File: src/rtl/adc_idly_pkg.sv
// Shared definitions for the ADC IDELAYE3 tap loader.
//   IDLY_TAP_W        width of an IDELAYE3 CNTVALUEIN/CNTVALUEOUT tap value
//   REG_OFS_DLY_VAL   PS register offset carrying the tap value (0xA0000020)
//   REG_OFS_DLY_STR   PS register offset carrying the strobe level (0xA0000024)
//   idly_state_e      loader sequence states
//   max_int()         elaboration-time helper for sizing counters
package adc_idly_pkg;

  localparam int IDLY_TAP_W = 9;

  localparam logic [7:0] REG_OFS_DLY_VAL = 8'h20;
  localparam logic [7:0] REG_OFS_DLY_STR = 8'h24;

  typedef enum logic [2:0] {
    IDLE    = 3'd0,
    VTC_OFF = 3'd1,
    LOAD    = 3'd2,
    SETTLE  = 3'd3,
    CHECK   = 3'd4,
    VTC_ON  = 3'd5
  } idly_state_e;

  function automatic int max_int(input int a, input int b);
    return (a > b) ? a : b;
  endfunction

endpackage

File: src/rtl/adc_idelay_loader_edge_det.sv
// Registered rising-edge detector for the PS strobe level.
//   clk   in   clock
//   rstn  in   synchronous active-low reset
//   din   in   level input
//   rise  out  one-cycle registered pulse after a 0->1 transition of din
// The detector is disarmed for the first cycle after reset so that a level
// already high when reset releases only primes the history register and is
// not mistaken for an edge.
module edge_det (
  input  logic clk,
  input  logic rstn,
  input  logic din,
  output logic rise
);

  logic din_q;
  logic armed;

  always_ff @(posedge clk) begin
    if (!rstn) begin
      din_q <= 1'b0;
      armed <= 1'b0;
      rise  <= 1'b0;
    end else begin
      din_q <= din;
      armed <= 1'b1;
      rise  <= din & ~din_q & armed;
    end
  end

endmodule

File: src/rtl/adc_idelay_loader.sv
// IDELAYE3 tap loader for the ADC LVDS data lanes.
// A rising edge of the PS strobe captures the tap value and lane mask, drops
// EN_VTC on the selected lanes, pulses LOAD once, waits for the delay line to
// settle and re-enables VTC tracking.
//   clk               in   register/IDELAY control clock
//   rstn              in   synchronous active-low reset
//   dly_val           in   tap value from PS register
//   dly_str           in   strobe level from PS register
//   lane_mask         in   lanes to update (1 = update)
//   idly_cntvaluein   out  tap value to every IDELAYE3 CNTVALUEIN
//   idly_load         out  per-lane LOAD
//   idly_en_vtc       out  per-lane EN_VTC
//   idly_cntvalueout  in   per-lane CNTVALUEOUT (readback build only)
//   busy              out  sequence in progress
//   done              out  one-cycle pulse at sequence end
//   str_miss          out  sticky: strobe edge arrived while busy
//   rb_err            out  sticky readback mismatch
// Optional feature: define IDLY_READBACK_EN to add a one-cycle CHECK state
// that compares CNTVALUEOUT of the masked lanes with the loaded value.
module adc_idelay_loader
  import adc_idly_pkg::*;
#(
  parameter int NUM_LANES   = 16,
  parameter int VTC_WAIT    = 10,
  parameter int SETTLE_WAIT = 8
) (
  input  logic                            clk,
  input  logic                            rstn,
  input  logic [IDLY_TAP_W-1:0]           dly_val,
  input  logic                            dly_str,
  input  logic [NUM_LANES-1:0]            lane_mask,
  output logic [IDLY_TAP_W-1:0]           idly_cntvaluein,
  output logic [NUM_LANES-1:0]            idly_load,
  output logic [NUM_LANES-1:0]            idly_en_vtc,
  input  logic [IDLY_TAP_W*NUM_LANES-1:0] idly_cntvalueout,
  output logic                            busy,
  output logic                            done,
  output logic                            str_miss,
  output logic                            rb_err
);

  localparam int CNT_MAX = max_int(VTC_WAIT, SETTLE_WAIT);
  localparam int CNT_W   = $clog2(CNT_MAX + 1);

  localparam logic [CNT_W-1:0] CNT_TOP     = CNT_W'(CNT_MAX);
  localparam logic [CNT_W-1:0] VTC_LAST    = CNT_W'(VTC_WAIT - 1);
  localparam logic [CNT_W-1:0] SETTLE_LAST = CNT_W'(SETTLE_WAIT - 1);

  // Counter parks at its terminal count instead of wrapping.
  function automatic logic [CNT_W-1:0] sat_inc(input logic [CNT_W-1:0] c);
    return (c == CNT_TOP) ? c : c + CNT_W'(1);
  endfunction

  idly_state_e           state;
  idly_state_e           state_nx;
  logic [CNT_W-1:0]      cnt;
  logic [IDLY_TAP_W-1:0] val_q;
  logic [NUM_LANES-1:0]  mask_q;
  logic                  str_rise;
  logic                  accept;

  edge_det u_edge_det (
    .clk  (clk),
    .rstn (rstn),
    .din  (dly_str),
    .rise (str_rise)
  );

  assign accept = str_rise && (state == IDLE);

  // State register; the wait counter restarts on every state change.
  always_ff @(posedge clk) begin
    if (!rstn) begin
      state <= IDLE;
      cnt   <= '0;
    end else begin
      state <= state_nx;
      cnt   <= (state_nx != state) ? '0 : sat_inc(cnt);
    end
  end

  always_comb begin
    state_nx = state;
    case (state)
      IDLE:    if (accept) state_nx = VTC_OFF;
      VTC_OFF: if (cnt == VTC_LAST) state_nx = LOAD;
      LOAD:    state_nx = SETTLE;
      SETTLE: begin
        if (cnt == SETTLE_LAST) begin
`ifdef IDLY_READBACK_EN
          state_nx = CHECK;
`else
          state_nx = VTC_ON;
`endif
        end
      end
      CHECK:   state_nx = VTC_ON;
      VTC_ON:  state_nx = IDLE;
      default: state_nx = IDLE;
    endcase
  end

  always_comb begin
    busy        = (state != IDLE);
    done        = (state == VTC_ON);
    idly_load   = '0;
    idly_en_vtc = '1;
    case (state)
      VTC_OFF, SETTLE, CHECK: idly_en_vtc = ~mask_q;
      LOAD: begin
        idly_en_vtc = ~mask_q;
        idly_load   = mask_q;
      end
      default: ;
    endcase
  end

  // Captured request; held for the whole sequence and kept afterwards so the
  // tap bus keeps showing the last loaded value.
  always_ff @(posedge clk) begin
    if (!rstn) begin
      val_q  <= '0;
      mask_q <= '0;
    end else if (accept) begin
      val_q  <= dly_val;
      mask_q <= lane_mask;
    end
  end

  assign idly_cntvaluein = val_q;

  always_ff @(posedge clk) begin
    if (!rstn) begin
      str_miss <= 1'b0;
    end else if (accept) begin
      str_miss <= 1'b0;
    end else if (str_rise) begin
      str_miss <= 1'b1;
    end
  end

`ifdef IDLY_READBACK_EN
  logic rb_mismatch;

  always_comb begin
    rb_mismatch = 1'b0;
    for (int i = 0; i < NUM_LANES; i++) begin
      if (mask_q[i] && (idly_cntvalueout[i*IDLY_TAP_W +: IDLY_TAP_W] != val_q)) begin
        rb_mismatch = 1'b1;
      end
    end
  end

  always_ff @(posedge clk) begin
    if (!rstn) begin
      rb_err <= 1'b0;
    end else if (accept) begin
      rb_err <= 1'b0;
    end else if ((state == CHECK) && rb_mismatch) begin
      rb_err <= 1'b1;
    end
  end
`else
  logic unused_rb;
  assign unused_rb = ^idly_cntvalueout;
  assign rb_err    = 1'b0;
`endif

endmodule

File: config.mk
export PLATFORM = sky130hd
export DESIGN_NAME = adc_idelay_loader
export DESIGN_NICKNAME = d
export VERILOG_FILES = /design/src/rtl/adc_idly_pkg.sv /design/src/rtl/adc_idelay_loader_edge_det.sv /design/src/rtl/adc_idelay_loader.sv
export SDC_FILE = /design/constraint.sdc
export NUM_CORES = 1
export LEC_CHECK = 0
export CORE_ASPECT_RATIO = 0.5
export CORE_MARGIN = 2
export CORE_UTILIZATION = 26
export CTS_BUF_LIST = sky130_fd_sc_hd__clkbuf_2
export DETAILED_ROUTE_END_ITERATION = 6
export GPL_TIMING_DRIVEN = 0
export MAX_ROUTING_LAYER = met4
export PLACE_DENSITY_LB_ADDON = 0.08
export SKIP_LAST_GASP = 1
export SYNTH_ARGS = -nofsm -noshare
export SYNTH_HDL_FRONTEND = slang
export SYNTH_SLANG_ARGS = --single-unit
File: constraint.sdc
create_clock -name clk -period 1.7 [get_ports clk]
set_input_delay 0.34 -clock clk [delete_from_list [all_inputs] [get_ports clk]]
set_output_delay 0.34 -clock clk [all_outputs]
set_load 0.03 [all_outputs]
-- Yosys cells after proc, flatten, opt, wreduce, memory -nomap -nowiden
Cells that the tools add are included.
- bits in registers: 36
- input port bits: 172
- word-level logic and storage cells: 36
- $add $sub $neg: 1
- equality and inequality tests: 9
- muxes and demuxes: 7
- bitwise gates (word level): 5
- reduce and logical (&&, ||, !) cells: 6
- operators by type and width (cell ; number):
    $mux W16 ; 2
    $not A16 Y16 ; 1
    $pmux W3 S5 ; 1
    $mux W3 ; 3
    $eq A4 B4 Y1 const B ; 2
    $eq A3 B2 Y1 const B ; 2
    $eq A3 B3 Y1 const B ; 2
    $add A4 B1 Y4 const B ; 1
    $eq A4 B3 Y1 const B ; 1
    $reduce_or A2 Y1 ; 2
    $reduce_or A4 Y1 ; 1
    $eq A3 B1 Y1 const B ; 1
    $logic_not A3 Y1 ; 1
    $ne A3 B3 Y1 ; 1
    $reduce_bool A3 Y1 ; 1
    $and A1 B1 Y1 ; 2
    $not A1 Y1 ; 2
    $logic_and A1 B1 Y1 ; 1
    $mux W1 ; 1

-- Logic depth before layout (Yosys ltp)
- depth after elaboration: 6
- gate-level depth with buffers: 6
- mapped depth without buffers: 5

-- By module
A second synthesis with hierarchy kept.
- cell total of the unflattened synthesis: 202
- area, all modules: 1604.0 um^2
- modules (own cells, without submodules) (module ; times used ; cells each ; area an instance (um^2) ; sequential area each (um^2)):
    adc_idelay_loader ; 1 ; 197 ; 1527.7 ; 660.6
    edge_det ; 1 ; 5 ; 76.3 ; 60.1

-- Least setup slack after synthesis
OpenSTA, ideal clock, no wires.
- path kind: register to output
- start point: register state[2]
- end point: output port idly_en_vtc[10]
- data arrival time: 1.507 ns
- path slack: -0.147 ns
- cell stages (with the launch flop): 7
- cells stage by stage: dfxtp_1 buf_6 or3_4 and2_1 buf_2 buf_6 nand2_1
- word-level cells in the longest chain between the ends: 3
- ends and longest elaborated chain (item ; RTL line ; RTL):
    from (decl) ; adc_idelay_loader.sv:54 ; idly_state_e state;
    from (signal assigned) ; adc_idelay_loader.sv:77 ; state <= state_nx;
    $eq A3 B2 Y1, or another cell as far along ; adc_idelay_loader.sv:108 ; case (state)
    $reduce_or A4 Y1 (no source line) (*) ; -- ;
    $mux W16 (*) ; -- ;
    to (decl) ; adc_idelay_loader.sv:34 ; output logic [NUM_LANES-1:0] idly_en_vtc,
Every way passes the cells marked *; elsewhere a longest branch is shown, timed or not.

-- Worst setup path after layout
- start point: register state[2]
- end point: output port idly_en_vtc[5]
The elaborated chain is that of the path after synthesis.

==> run metrics <==
status=complete, but fails checks; violated checks=setup timing; DIE HEIGHT=roughly 61 um; worst vdd ir=405.3 uV; register-to-register setup slack=0.08 ns; H-tree Lvls=2; P&R area growth vs syn=77.18%; Arr. time, crit path=between 1.5 and 2 ns; final count of negative-setup-slack endpoints=33; Fin Hold WS=0.4584 ns; port bufs=71; Max Slew Vio Count=0; cell leakage power=1.179 nW; Post-Syn Nets=~380; clk_lat worst skew=approximately 0.38 ns; YS warnings=0; DRC=0; Clock Path Buffers=2; Max Clock Freq=slightly below 0.5 GHz; CTS tree=yes; hold_buf cts=0; Pre-antenna DRT Iters=4; area of the multi-input gates=around 0.0011 sq mm; register area=728.2 sq um; Core Box Area=0.006181 sq mm; RSZ-0062 raised after global routing=true; crit path max fanout=8; CP required=roughly 1.4 ns; clock slew at reported path FFs=around 0.18 ns; antenna cell count=0; Distinct cells, synth=35; FF-to-FF path depth=6; Crit Reg-Reg Startpoint=state[2]; GRT Total Usage=around 15%; final hold vios=0; total power=around 1.5 mW; final instance area=about 0.0030 sq mm; worst hold path type=flop to flop; share of cells above drive strength 1=a little over a third; period utilization=120.5%; Num CTS Buffers=5; initial antenna violation count=0; Crit Path Category=flop to output pin; total gr overflow=0; pin count of the biggest net entering global routing=11; post-synthesis cell count=between 200 and 250; PwrDens=roughly 510 mW/mm^2; worst min-delay path startpoint=idly_cntvaluein[1]; Hold Path Stages=2; Worst Hold Endpoint=idly_cntvaluein[1]; post-synthesis sequential area ratio=about 43%; area share of the largest cell type after synthesis=between 40 and 50%; Clock Sinks=36; routed len/inst=13.26 um; reported max-cap violation count=0; Detailed Route Iter0 Violations=30; via count=approximately 1.6k; CP Launch Point=state[2]; Placed Instances=about 360; post-route ant nets=0; largest area contributor in the netlist=dfxtp_1; CP Launch Type=flop; Vias per Instance=around 4.2; Starting Density=between 20% and 30%; I/O pin count=about 220; Worst R2R End=idly_cntvaluein[3]; DIE WIDTH=approximately 120 um; Synth area leaders=dfxtp_1, nand2_1, a21boi_1; crit path capture type=output pin; global-route wire length before repair=7.803 mm; number of global-route vias before repair=between 1.5k and 2k; Tmin final=2.048 ns; GP Congestion=roughly 0.7; root buffer cell=clkbuf_2; number of synthesized register bits=36; Finished Layout Cells=just under 400; drt total wl=5.105 mm; Mapped Area=roughly 0.0017 sq mm; clock skew=0.02750 ns; Placed Instance Area=between 0.002 and 0.003 sq mm; die area=~0.0072 sq mm; # rows=20; Fillers=612; final net count=471; Worst Setup Slack, final=-0.3482 ns; Avg Inst Size Synth=between 8 and 9 sq um; dpl hpwl=3.701 mm
cells by family after synthesis:
| logic type | share of synthesized area (%) |
|---|---|
| buffers and inverters | 6.942 |
| AND/OR/NAND/NOR | 32.27 |
| adder cells (fa/ha/maj) | 2.216 |
| other | 0.2214 |
| flip-flops | 42.54 |
| XOR/XNOR | 1.034 |
| AO/OA/AOI/OAI | 14.77 |
layer usage:
layer / vias up / share of wire [%] / GRT usage [%]
met2: 34 / 50 / 25.85
met5: - / 0 / -
li1: 840 / - / -
met1: 740 / 44 / 16.94
met4: 0 / 1.0 / 4.647
met3: 8 / 4.1 / 3.981
metrics by stage:
stage	setup TNS [ns]	utilization (%)	setup WS, ns
floorplan	-0.4867	-	-0.04867
global placement	-23.49	43.56	-0.8814
detailed placement	-23.81	43.56	-0.9007
CTS	-12.06	47.63	-0.3818
global route	-13.57	48.56	-0.4361
finish	-10.18	48.56	-0.3482
cell usage in the layout, fill, tap and decap left out, types with 2 or more instances in the layout:
| master | n |
|---|---|
| dlygate4sd2_1 | 10 |
| buf_16 | 2 |
| clkbuf_2 | 7 |
| nand2_8 | 10 |
| nor3_1 | 3 |
| nand2_1 | 57 |
| a21oi_1 | 2 |
| nand3b_1 | 3 |
| buf_4 | 10 |
| clkbuf_1 | 3 |
| and3b_1 | 2 |
| a21boi_0 | 5 |
| buf_6 | 43 |
| ha_1 | 3 |
| dfxtp_4 | 2 |
| nor2_1 | 4 |
| o21ai_0 | 2 |
| and2_4 | 17 |
| clkbuf_8 | 2 |
| nand2_2 | 3 |
| dfxtp_1 | 34 |
| inv_1 | 2 |
| a21boi_1 | 20 |
| clkdlybuf4s50_1 | 27 |
where the power goes:
group	switching, mW	internal (mW)
clock network	0.278	0.110
logic	0.115	0.139
registers	0.0308	0.871
cells in the mapped netlist (all sizes together):
| cell | number |
|---|---|
| nand4b | 1 |
| o21bai | 1 |
| nand2 | 70 |
| o21a | 1 |
| o211ai | 1 |
| nor3 | 3 |
| dfxtp | 36 |
| and3b | 2 |
| or4b | 1 |
| conb | 1 |
| and3 | 1 |
| nor3b | 2 |
| a21boi | 25 |
| nand3b | 3 |
| nor2b | 1 |
| inv | 2 |
| nor2 | 4 |
| xnor2 | 1 |
| xor2 | 1 |
| nor4b | 1 |
| o22ai | 1 |
| a2111oi | 1 |
| a21oi | 2 |
| o21ai | 3 |
| ha | 3 |
| and2 | 18 |
| nand2b | 1 |
| clkbuf | 4 |
| nand3 | 1 |
| buf | 11 |
| or3 | 1 |
worst max-delay path by stage:
| stage | to | slack [ns] | cells past startpoint |
|---|---|---|---|
| after floorplan | idly_en_vtc[10] | -0.05 | 6 |
| after global placement | idly_load[14] | -0.88 | 5 |
| after detailed placement | idly_load[5] | -0.90 | 5 |
| after CTS | idly_en_vtc[7] | -0.38 | 5 |
| after global routing | idly_en_vtc[5] | -0.44 | 5 |
| final | idly_en_vtc[5] | -0.35 | 5 |
flip-flops by register name, indices dropped and copies added (netlist names):
| signal | flops |
|---|---|
| mask_q | 16 |
| idly_cntvaluein | 9 |
| cnt | 4 |
| state | 3 |
| str_miss | 1 |
| u_edge_det.armed | 1 |
| u_edge_det.din_q | 1 |
| u_edge_det.rise | 1 |
cell type report:
type | instances | share of cell area (%)
Multi-Input combinational cell | 151 | 35.93
Sequential cell | 36 | 24.26
Clock buffer | 7 | 1.167
Tap cell | 88 | 3.668
Timing Repair Buffer | 88 | 30.68
Buffer | 12 | 3.918
Clock inverter | 1 | 0.1251
Inverter | 2 | 0.2501
what timing repair did:
action                                  4_1_cts  5_1_grt
gates cloned                                  2        0
endpoints found under the setup margin       44       55
setup buffers                                10        6
endpoints found under the hold margin         0        0
pin swaps                                     5        5
gates resized for setup                     281       11
worst max-delay path: stages, from the launching register on:
cell,delay [ns]
dfxtp_4,0.38
or3_4,0.38
and2_4,0.20
buf_16,0.18
nand2_8,0.06
buf_6,0.12
(Power assumes the default switching activity.)
